File: config.mk
export PLATFORM = sky130hd
export DESIGN_NAME = fifo_wr_arbiter
export DESIGN_NICKNAME = d
export VERILOG_FILES = /design/src/rtl/fifo_arb_pkg.sv /design/src/rtl/rr_pick.sv /design/src/rtl/fifo_wr_arbiter.sv
export SDC_FILE = /design/constraint.sdc
export NUM_CORES = 1
export LEC_CHECK = 0
export CORE_MARGIN = 3
export CORE_UTILIZATION = 41
export DETAILED_ROUTE_END_ITERATION = 10
export GPL_ROUTABILITY_DRIVEN = 0
export PLACE_DENSITY = 0.76
export SYNTH_ARGS = -nofsm -noshare
export SYNTH_HDL_FRONTEND = slang
export SYNTH_HIERARCHICAL = 1
export SYNTH_SLANG_ARGS = --single-unit
File: constraint.sdc
create_clock -name wclk -period 2.3 [get_ports wclk]
set_input_delay 0.345 -clock wclk [delete_from_list [all_inputs] [get_ports wclk]]
set_output_delay 0.345 -clock wclk [all_outputs]
set_load 0.02 [all_outputs]
File: src/rtl/fifo_arb_pkg.sv
// Shared types and helpers for the FIFO write-port arbiter.
package fifo_arb_pkg;

    typedef enum logic {
        IDLE  = 1'b0,
        BURST = 1'b1
    } state_t;

    localparam int DEF_NUM_REQ   = 4;
    localparam int DEF_BURST_LEN = 4;
    localparam int DEF_CNT_WIDTH = 8;

    // Sized for the largest supported requester count (8).
    function automatic logic [2:0] onehot_to_idx(input logic [7:0] oh);
        logic [2:0] idx;
        idx = '0;
        for (int i = 0; i < 8; i++) begin
            if (oh[i]) idx = idx | 3'(i);
        end
        return idx;
    endfunction

endpackage

File: src/rtl/rr_pick.sv
// Combinational round-robin picker: rotate so last+1 sits at bit 0, take the
// lowest set bit, rotate back.
module rr_pick
    import fifo_arb_pkg::*;
#(
    parameter int NUM_REQ   = DEF_NUM_REQ,
    parameter int IDX_WIDTH = 2
) (
    input  logic [NUM_REQ-1:0]   req,
    input  logic [IDX_WIDTH-1:0] last,
    output logic [NUM_REQ-1:0]   winner,
    output logic [IDX_WIDTH-1:0] idx
);

    logic [IDX_WIDTH-1:0]   start;
    logic [2*NUM_REQ-1:0]   fwd;
    logic [2*NUM_REQ-1:0]   back;
    logic [NUM_REQ-1:0]     rotated;
    logic [NUM_REQ-1:0]     rot_oh;

    assign start   = (last == IDX_WIDTH'(NUM_REQ - 1)) ? '0 : last + IDX_WIDTH'(1);
    assign fwd     = {req, req} >> start;
    assign rotated = fwd[NUM_REQ-1:0];
    assign rot_oh  = rotated & (~rotated + {{(NUM_REQ-1){1'b0}}, 1'b1});
    assign back    = {rot_oh, rot_oh} << start;
    assign winner  = back[2*NUM_REQ-1:NUM_REQ];
    assign idx     = IDX_WIDTH'(onehot_to_idx(8'(winner)));

endmodule

File: src/rtl/fifo_wr_arbiter.sv
// Round-robin burst arbiter in front of the async FIFO write port.
// Define WR_ARB_PRIO_EN to make requester 0 win every arbitration it enters.
module fifo_wr_arbiter
    import fifo_arb_pkg::*;
#(
    parameter int NUM_REQ    = DEF_NUM_REQ,
    parameter int IDX_WIDTH  = 2,
    parameter int DATA_WIDTH = 8,
    parameter int BURST_LEN  = DEF_BURST_LEN,
    parameter int CNT_WIDTH  = DEF_CNT_WIDTH
) (
    input  logic                          wclk,
    input  logic                          rst,
    input  logic [NUM_REQ-1:0]            req_valid,
    input  logic [NUM_REQ*DATA_WIDTH-1:0] req_data,
    output logic [NUM_REQ-1:0]            req_ready,
    input  logic                          full,
    output logic                          w_en,
    output logic [DATA_WIDTH-1:0]         data_in,
    output logic [NUM_REQ-1:0]            grant,
    output logic [IDX_WIDTH-1:0]          grant_idx,
    output logic                          busy
);

    state_t               state;
    logic [IDX_WIDTH-1:0] last;
    logic [CNT_WIDTH-1:0] beats;
    logic [NUM_REQ-1:0]   pick_oh;
    logic [IDX_WIDTH-1:0] pick_idx;
    logic [NUM_REQ-1:0]   win_oh;
    logic [IDX_WIDTH-1:0] win_idx;
    logic                 owner_valid;
    logic                 transfer;
    logic                 last_beat;

    rr_pick #(
        .NUM_REQ   (NUM_REQ),
        .IDX_WIDTH (IDX_WIDTH)
    ) u_pick (
        .req    (req_valid),
        .last   (last),
        .winner (pick_oh),
        .idx    (pick_idx)
    );

`ifdef WR_ARB_PRIO_EN
    assign win_oh  = req_valid[0] ? NUM_REQ'(1) : pick_oh;
    assign win_idx = req_valid[0] ? '0 : pick_idx;
`else
    assign win_oh  = pick_oh;
    assign win_idx = pick_idx;
`endif

    // grant is zero outside BURST, so these gate off on their own after reset.
    assign owner_valid = |(req_valid & grant);
    assign transfer    = (state == BURST) && owner_valid && !full;
    assign last_beat   = (beats == CNT_WIDTH'(BURST_LEN - 1));
    assign w_en        = transfer;
    assign req_ready   = grant & {NUM_REQ{transfer}};
    assign data_in     = req_data[grant_idx*DATA_WIDTH +: DATA_WIDTH];

    always_ff @(posedge wclk or posedge rst) begin
        if (rst) begin
            state     <= IDLE;
            grant     <= '0;
            grant_idx <= '0;
            busy      <= 1'b0;
            beats     <= '0;
            last      <= IDX_WIDTH'(NUM_REQ - 1);
        end else begin
            case (state)
                IDLE: begin
                    if (|req_valid) begin
                        state     <= BURST;
                        grant     <= win_oh;
                        grant_idx <= win_idx;
                        busy      <= 1'b1;
                        beats     <= '0;
                    end
                end
                BURST: begin
                    // Early release and count release collapse into one.
                    if (!owner_valid || (transfer && last_beat)) begin
                        state <= IDLE;
                        grant <= '0;
                        busy  <= 1'b0;
                        beats <= '0;
                        last  <= grant_idx;
                    end else if (transfer) begin
                        beats <= beats + CNT_WIDTH'(1);
                    end
                end
                default: state <= IDLE;
            endcase
        end
    end

endmodule
Word-level counts from Yosys, hierarchy flattened:

Cells that the tools add are included.
W data, S select, Z words.

* flip-flop bits (word level): 18
* input bits: 39
* output and inout bits: 20
* logic and storage cells: 51

* add/sub/neg operators: 3
* eq/ne operators: 5
* shift operators: 3
* multiplexer cells: 17
* bitwise gates (word level): 5
* reduce and logical (&&, ||, !) cells: 12

Operator list (number)
* $shiftx A32 B6 Y8: 1
* $mux W8: 3
* $pmux W8 S2: 1
* $and A4 B4 Y4: 3
* $add A8 B1 Y8 const B: 1
* $eq A8 B2 Y1 const B: 1
* $mux W4: 2
* $pmux W4 S2: 1
* $reduce_and A2 Y1: 4
* $reduce_or A4 Y1: 2
* $shl A8 B2 Y8: 1
* $shr A8 B2 Y4: 1
* $mux W2: 3
* $mux W1: 5
* $add A4 B1 Y4 const B: 1
* $not A4 Y4: 1
* $pmux W1 S2: 2
* $logic_and A1 B1 Y1: 3
* $ne A3 B1 Y1 const B: 1
* $add A2 B1 Y2 const B: 1
* $eq A2 B2 Y1 const B: 1
* $logic_not A1 Y1: 2
* $ne A2 B1 Y1 const B: 1
* $ne A2 B2 Y1 const B: 1
* other kinds (2): 2

Logic depth before layout (Yosys ltp):

* depth in word-level cells: 10
* mapped depth: 9
* depth with buffers taken out: 7

Hierarchy:

Netlist, hierarchy kept.

By module, submodules not included
* fifo_wr_arbiter: times used 1, cells an instance 111, area an instance 1186.1 sq um, seq. area each 452.9 sq um
* rr_pick: times used 1, cells an instance 63, area an instance 520.5 sq um, seq. area each 0.0 sq um

Least setup slack after synthesis:

OpenSTA, ideal clock, no wires.

* path type: register to register
* start: register last[0]
* end: register grant[1]
* setup time: 0.129 ns
* arrival time: 2.051 ns
* data required time: 2.171 ns
* slack: 0.120 ns
* stages on the path, launching flop included: 9
* buffers on the path: 1
* clock period less this slack: 2.180 ns
* cells stage by stage: dfstp_2 -> ha_1 -> clkbuf_8 -> inv_1 -> mux4_1 -> mux2i_1 -> a211oi_1 -> nand2_1 -> o21ai_0

* cells in the longest elaborated chain, start to end: 9
* elaborated cells on any way between the ends: 10
* those cells by class: 2 x add/sub; 1 x eq/ne; 2 x shift; 3 x mux; 2 x bitwise

Ends and longest elaborated chain
* start: declaration: line fifo_wr_arbiter.sv:26 `logic [IDX_WIDTH-1:0] last;`
* start signal: assignment: line fifo_wr_arbiter.sv:69 `last <= IDX_WIDTH'(NUM_REQ - 1);`
* start signal: assignment: line fifo_wr_arbiter.sv:88 `last <= grant_idx;`
* $add A2 B1 Y2 or $eq A2 B2 Y1 (tied branches): line rr_pick.sv:21 `assign start = (last == IDX_WIDTH'(NUM_REQ - 1)) ? '0 : last + IDX_WIDTH'(1);`
* $mux W2 (*): line rr_pick.sv:21
* $shr A8 B2 Y4: line rr_pick.sv:22 `assign fwd = {req, req} >> start;`
* $not A4 Y4: line rr_pick.sv:24 `assign rot_oh = rotated & (~rotated + {{(NUM_REQ-1){1'b0}}, 1'b1});`
* $add A4 B1 Y4: line rr_pick.sv:24
* $and A4 B4 Y4: line rr_pick.sv:24
* $shl A8 B2 Y8 (*): line rr_pick.sv:25 `assign back = {rot_oh, rot_oh} << start;`
* named net pick_oh[1]: line fifo_wr_arbiter.sv:28 `logic [NUM_REQ-1:0] pick_oh;`
* $mux W4 (*): line fifo_wr_arbiter.sv:73 `if (|req_valid) begin`
* $pmux W4 S2 (*): line fifo_wr_arbiter.sv:71 `case (state)`
* end signal: assignment: line fifo_wr_arbiter.sv:75 `grant <= win_oh;`
* end: declaration: line fifo_wr_arbiter.sv:20 `output logic [NUM_REQ-1:0] grant,`

Mark *: on every way through the listed nets, which the timed path passes. The rest lies on a longest branch. The select of a mux whose other input is x is not followed.
A chain may end at the register's enable or synchronous reset.

Worst setup path in the final report:

* start: register grant_idx[0]
* end: output port data_in[4]

* cells in the longest elaborated chain, start to end: 1

Ends and longest elaborated chain
* start: declaration: line fifo_wr_arbiter.sv:21 `output logic [IDX_WIDTH-1:0] grant_idx,`
* start signal: assignment: line fifo_wr_arbiter.sv:76 `grant_idx <= win_idx;`
* $shiftx A32 B6 Y8: line fifo_wr_arbiter.sv:60 `assign data_in = req_data[grant_idx*DATA_WIDTH +: DATA_WIDTH];`
* end: declaration: line fifo_wr_arbiter.sv:19 `output logic [DATA_WIDTH-1:0] data_in,`

Every way passes these cells.

==> results by group <==
Run status
  – Outcome: finished clean

Synth
  – Most frequent cell after synthesis: nand2_1
  – Synth top cells by count: 17 x nand2_1, 16 x dfrtp_1, 11 x o21ai_0, 10 x nor2_1, 8 x mux4_2
  – Cells after Synth: 174
  – Synth cell types: 65
  – Seq/Total Area, Yosys: 0.265
  – Post-synth top area cell: dfrtp_1
  – Post-synth EDFFs: 0
  – Top_reg_cell synth: dfrtp_1
  – Syn Nets: between 200 and 250
  – Post-synth top area share: 0.235
  – Async SR Flop Fraction: 1.00
  – Synth area leaders: dfrtp_1 23%, mux4_2 11%, nand2_1 3.7%
  – Ys Warns: 6
  – Syn Area/Cell: 9.81 um^2
  – Mapped Area: 1710 um^2
  – Yosys reg bits: 18

Job
  – MaxCap Viol Count: 0

Worst setup path
  – Slowest CP cell: clkdlybuf4s50_1
  – Slowest Stage Delay on Critical Path: 0.55 ns
  – CP arrival: about 1.9 ns
  – Nature of the critical path endpoint: output port
  – Worst R2R End: grant[1]
  – Crit path max fanout: 9
  – Levels on crit path: 3
  – Startpoint Class: flop
  – CP Data Required Time: 1.96 ns
  – RR Startpoint: last[0]
  – Crit path from: grant_idx[0]
  – Reg2Reg Setup Slack: 0.08 ns
  – Worst path top cell family by delay: buffers and inverters
  – Critical path capture point: data_in[4]
  – WP buf/inv: 2
  – Reg2Reg Depth: 7
  – Crit path cell chain: buf_12 > mux4_2 > clkdlybuf4s50_1
  – Critical path class: reg2out

CTS
  – CTS Root Cell: clkbuf_8
  – Clock Pin Slew Worst Setup and Hold Paths: around 0.070 ns
  – H-tree levels: 1
  – Setup repair bufs after CTS: 0
  – TritonCTS clock tree: built
  – Clock buffer count from CTS: 3
  – Max clock buf depth: 2
  – Clock sink count: 18
  – Clk_lat worst skew: about 0.25 ns

Timing
  – Fin crit period: 2.24 ns
  – Fmax: 447 MHz
  – Slew Limit Fails: 0
  – RSZ-0062 raised after global routing: no
  – Final setup vio count: 0
  – Final period utilization: 0.973
  – Final hold slack: 0.496 ns
  – Clk_skew: 0.00299 ns
  – Worst slew pin tran: ~0.7 ns
  – Final hold violations: 0
  – Slew HR: 0.537

Global routing
  – Gr ovfl total: 0
  – Largest net degree at the start of global routing: 19
  – Total track usage: 0.186
  – Global-route wire length before repair: 7.72 mm
  – Vias in the first global route: 1672
  – Number of antenna violations at the first check in global routing: 0

Drt
  – Wire per inst: 15.8 um
  – DR iter-0 viols: 32
  – Router iterations before antenna repair: 4
  – Via density: between 5 and 6
  – DR DRC count: 0
  – Total Wirelength: roughly 4.6 mm
  – Detail Route Antenna Nets: 0
  – Vias: 1725

Place
  – Hpwl dp: between 3 and 4 mm
  – # port buffers: 58
  – Placed cells: 285

Pwr
  – Total Power: approximately 2.8 mW
  – Pleak: 0.949 nW
  – PD cells: 1160 nW/um^2
  – Maximum vdd drop: 0.000579 V

Cells and area
  – Post-Layout Cell Count: 289
  – Fillers: 328
  – Antenna diodes: 0
  – Area delta synth->final: 43.3%
  – Ratio of cells with drive above 1 in the final layout: 0.257
  – Layout Nets: between 200 and 300

Floorplanning
  – FP Rows: 22
  – I/O pin cnt: slightly below 60
  – Die width: 70.5 um
  – Initial core utilization: 0.446
  – Core Area: approximately 3800 um^2
  – Die H: 70.5 um
  – Die ar.: 4970 um^2

Hold path
  – HP Class: in2async
[area by class of cell]
cell class	count	area (um^2)	area share
multi-input combinational	137	1130	0.463
timing repair buffer	76	722	0.295
tap	48	60.1	0.0246
inverter	6	22.5	0.00921
sequential	18	453	0.185
clock buffer	4	55.1	0.0225
[state kept, by name, indices dropped and copies added (netlist names)]
| signal | cells |
|---|---|
| beats | 8 |
| grant | 4 |
| grant_idx | 2 |
| last | 2 |
| busy | 1 |
| state | 1 |
[repair_timing]
action | 4_1_cts | 5_1_grt
resized for setup | 5 | 4
endpoints found under the setup margin | 5 | 6
pin swaps | 0 | 0
hold buffers | 0 | 0
[layer usage]
metal	vias to the layer above	share of wire	track usage	routed length (um)
met3	4	0.076	0.0460	348
met4	0	0.0057	0.0362	26
met5	-	0	0	0
li1	808	-	-	-
met2	72	0.45	0.298	2070
met1	841	0.46	0.255	2110
[worst register-to-register path, cell delays in order (launching register included)]
cell and delay (ns):
dfstp_2 0.54, ha_2 0.34, inv_1 0.12, mux4_1 0.57
mux2i_2 0.27, a211oi_2 0.12, nand2_1 0.06, o21ai_0 0.08
[cell usage in the layout (no fill, tap or decap), drive strengths merged, types with 3 or more instances in the layout]
| cell | instances |
|---|---|
| nor2 | 11 |
| a22oi | 3 |
| clkdlybuf4s50 | 53 |
| nor3 | 5 |
| dlygate4sd2 | 5 |
| dfrtp | 16 |
| or4 | 4 |
| a211oi | 3 |
| o31ai | 5 |
| nor4 | 5 |
| o21ai | 12 |
| buf | 18 |
| or2 | 3 |
| clkbuf | 4 |
| nor3b | 3 |
| mux4 | 10 |
| and2 | 5 |
| mux2 | 3 |
| a21oi | 9 |
| nand2 | 17 |
| inv | 6 |
[worst min path at each step]
stage,from,endpoint
3_3_place_gp,busy,busy
5_1_grt,rst,beats[2]
3_5_place_dp,busy,busy
6_report,rst,beats[2]
2_1_floorplan,rst,beats[0]
4_1_cts,rst,beats[3]
[power by group]
group	leakage [nW]	internal [mW]	switching [mW]	total, mW
sequential	0.232	0.426	0.124	0.550
clock	0.0288	0.152	0.107	0.259
combinational	0.688	1.02	0.999	2.02
total	0.949	1.60	1.23	2.83
[per-stage QoR]
| stage | util | worst slack [ns] | cell area (um^2) | setup TNS [ns] |
|---|---|---|---|---|
| floorplan | - | 0.120 | 1710 | 0 |
| global placement | 0.623 | -0.154 | 2380 | -0.868 |
| detailed placement | 0.623 | -0.187 | 2380 | -1.07 |
| CTS | 0.636 | 0.0399 | 2430 | 0 |
| global route | 0.639 | 0.000883 | 2450 | 0 |
| finish | 0.639 | 0.0617 | 2450 | 0 |
[kinds of logic after synthesis]
group | Yosys count | synth area share
simple gates | 74 | 0.271
mux | 15 | 0.168
flops | 18 | 0.265
fa+ha+maj | 2 | 0.0147
buf+inv | 19 | 0.0784
compound gates | 46 | 0.203
Power figures use the tool's default switching activity.
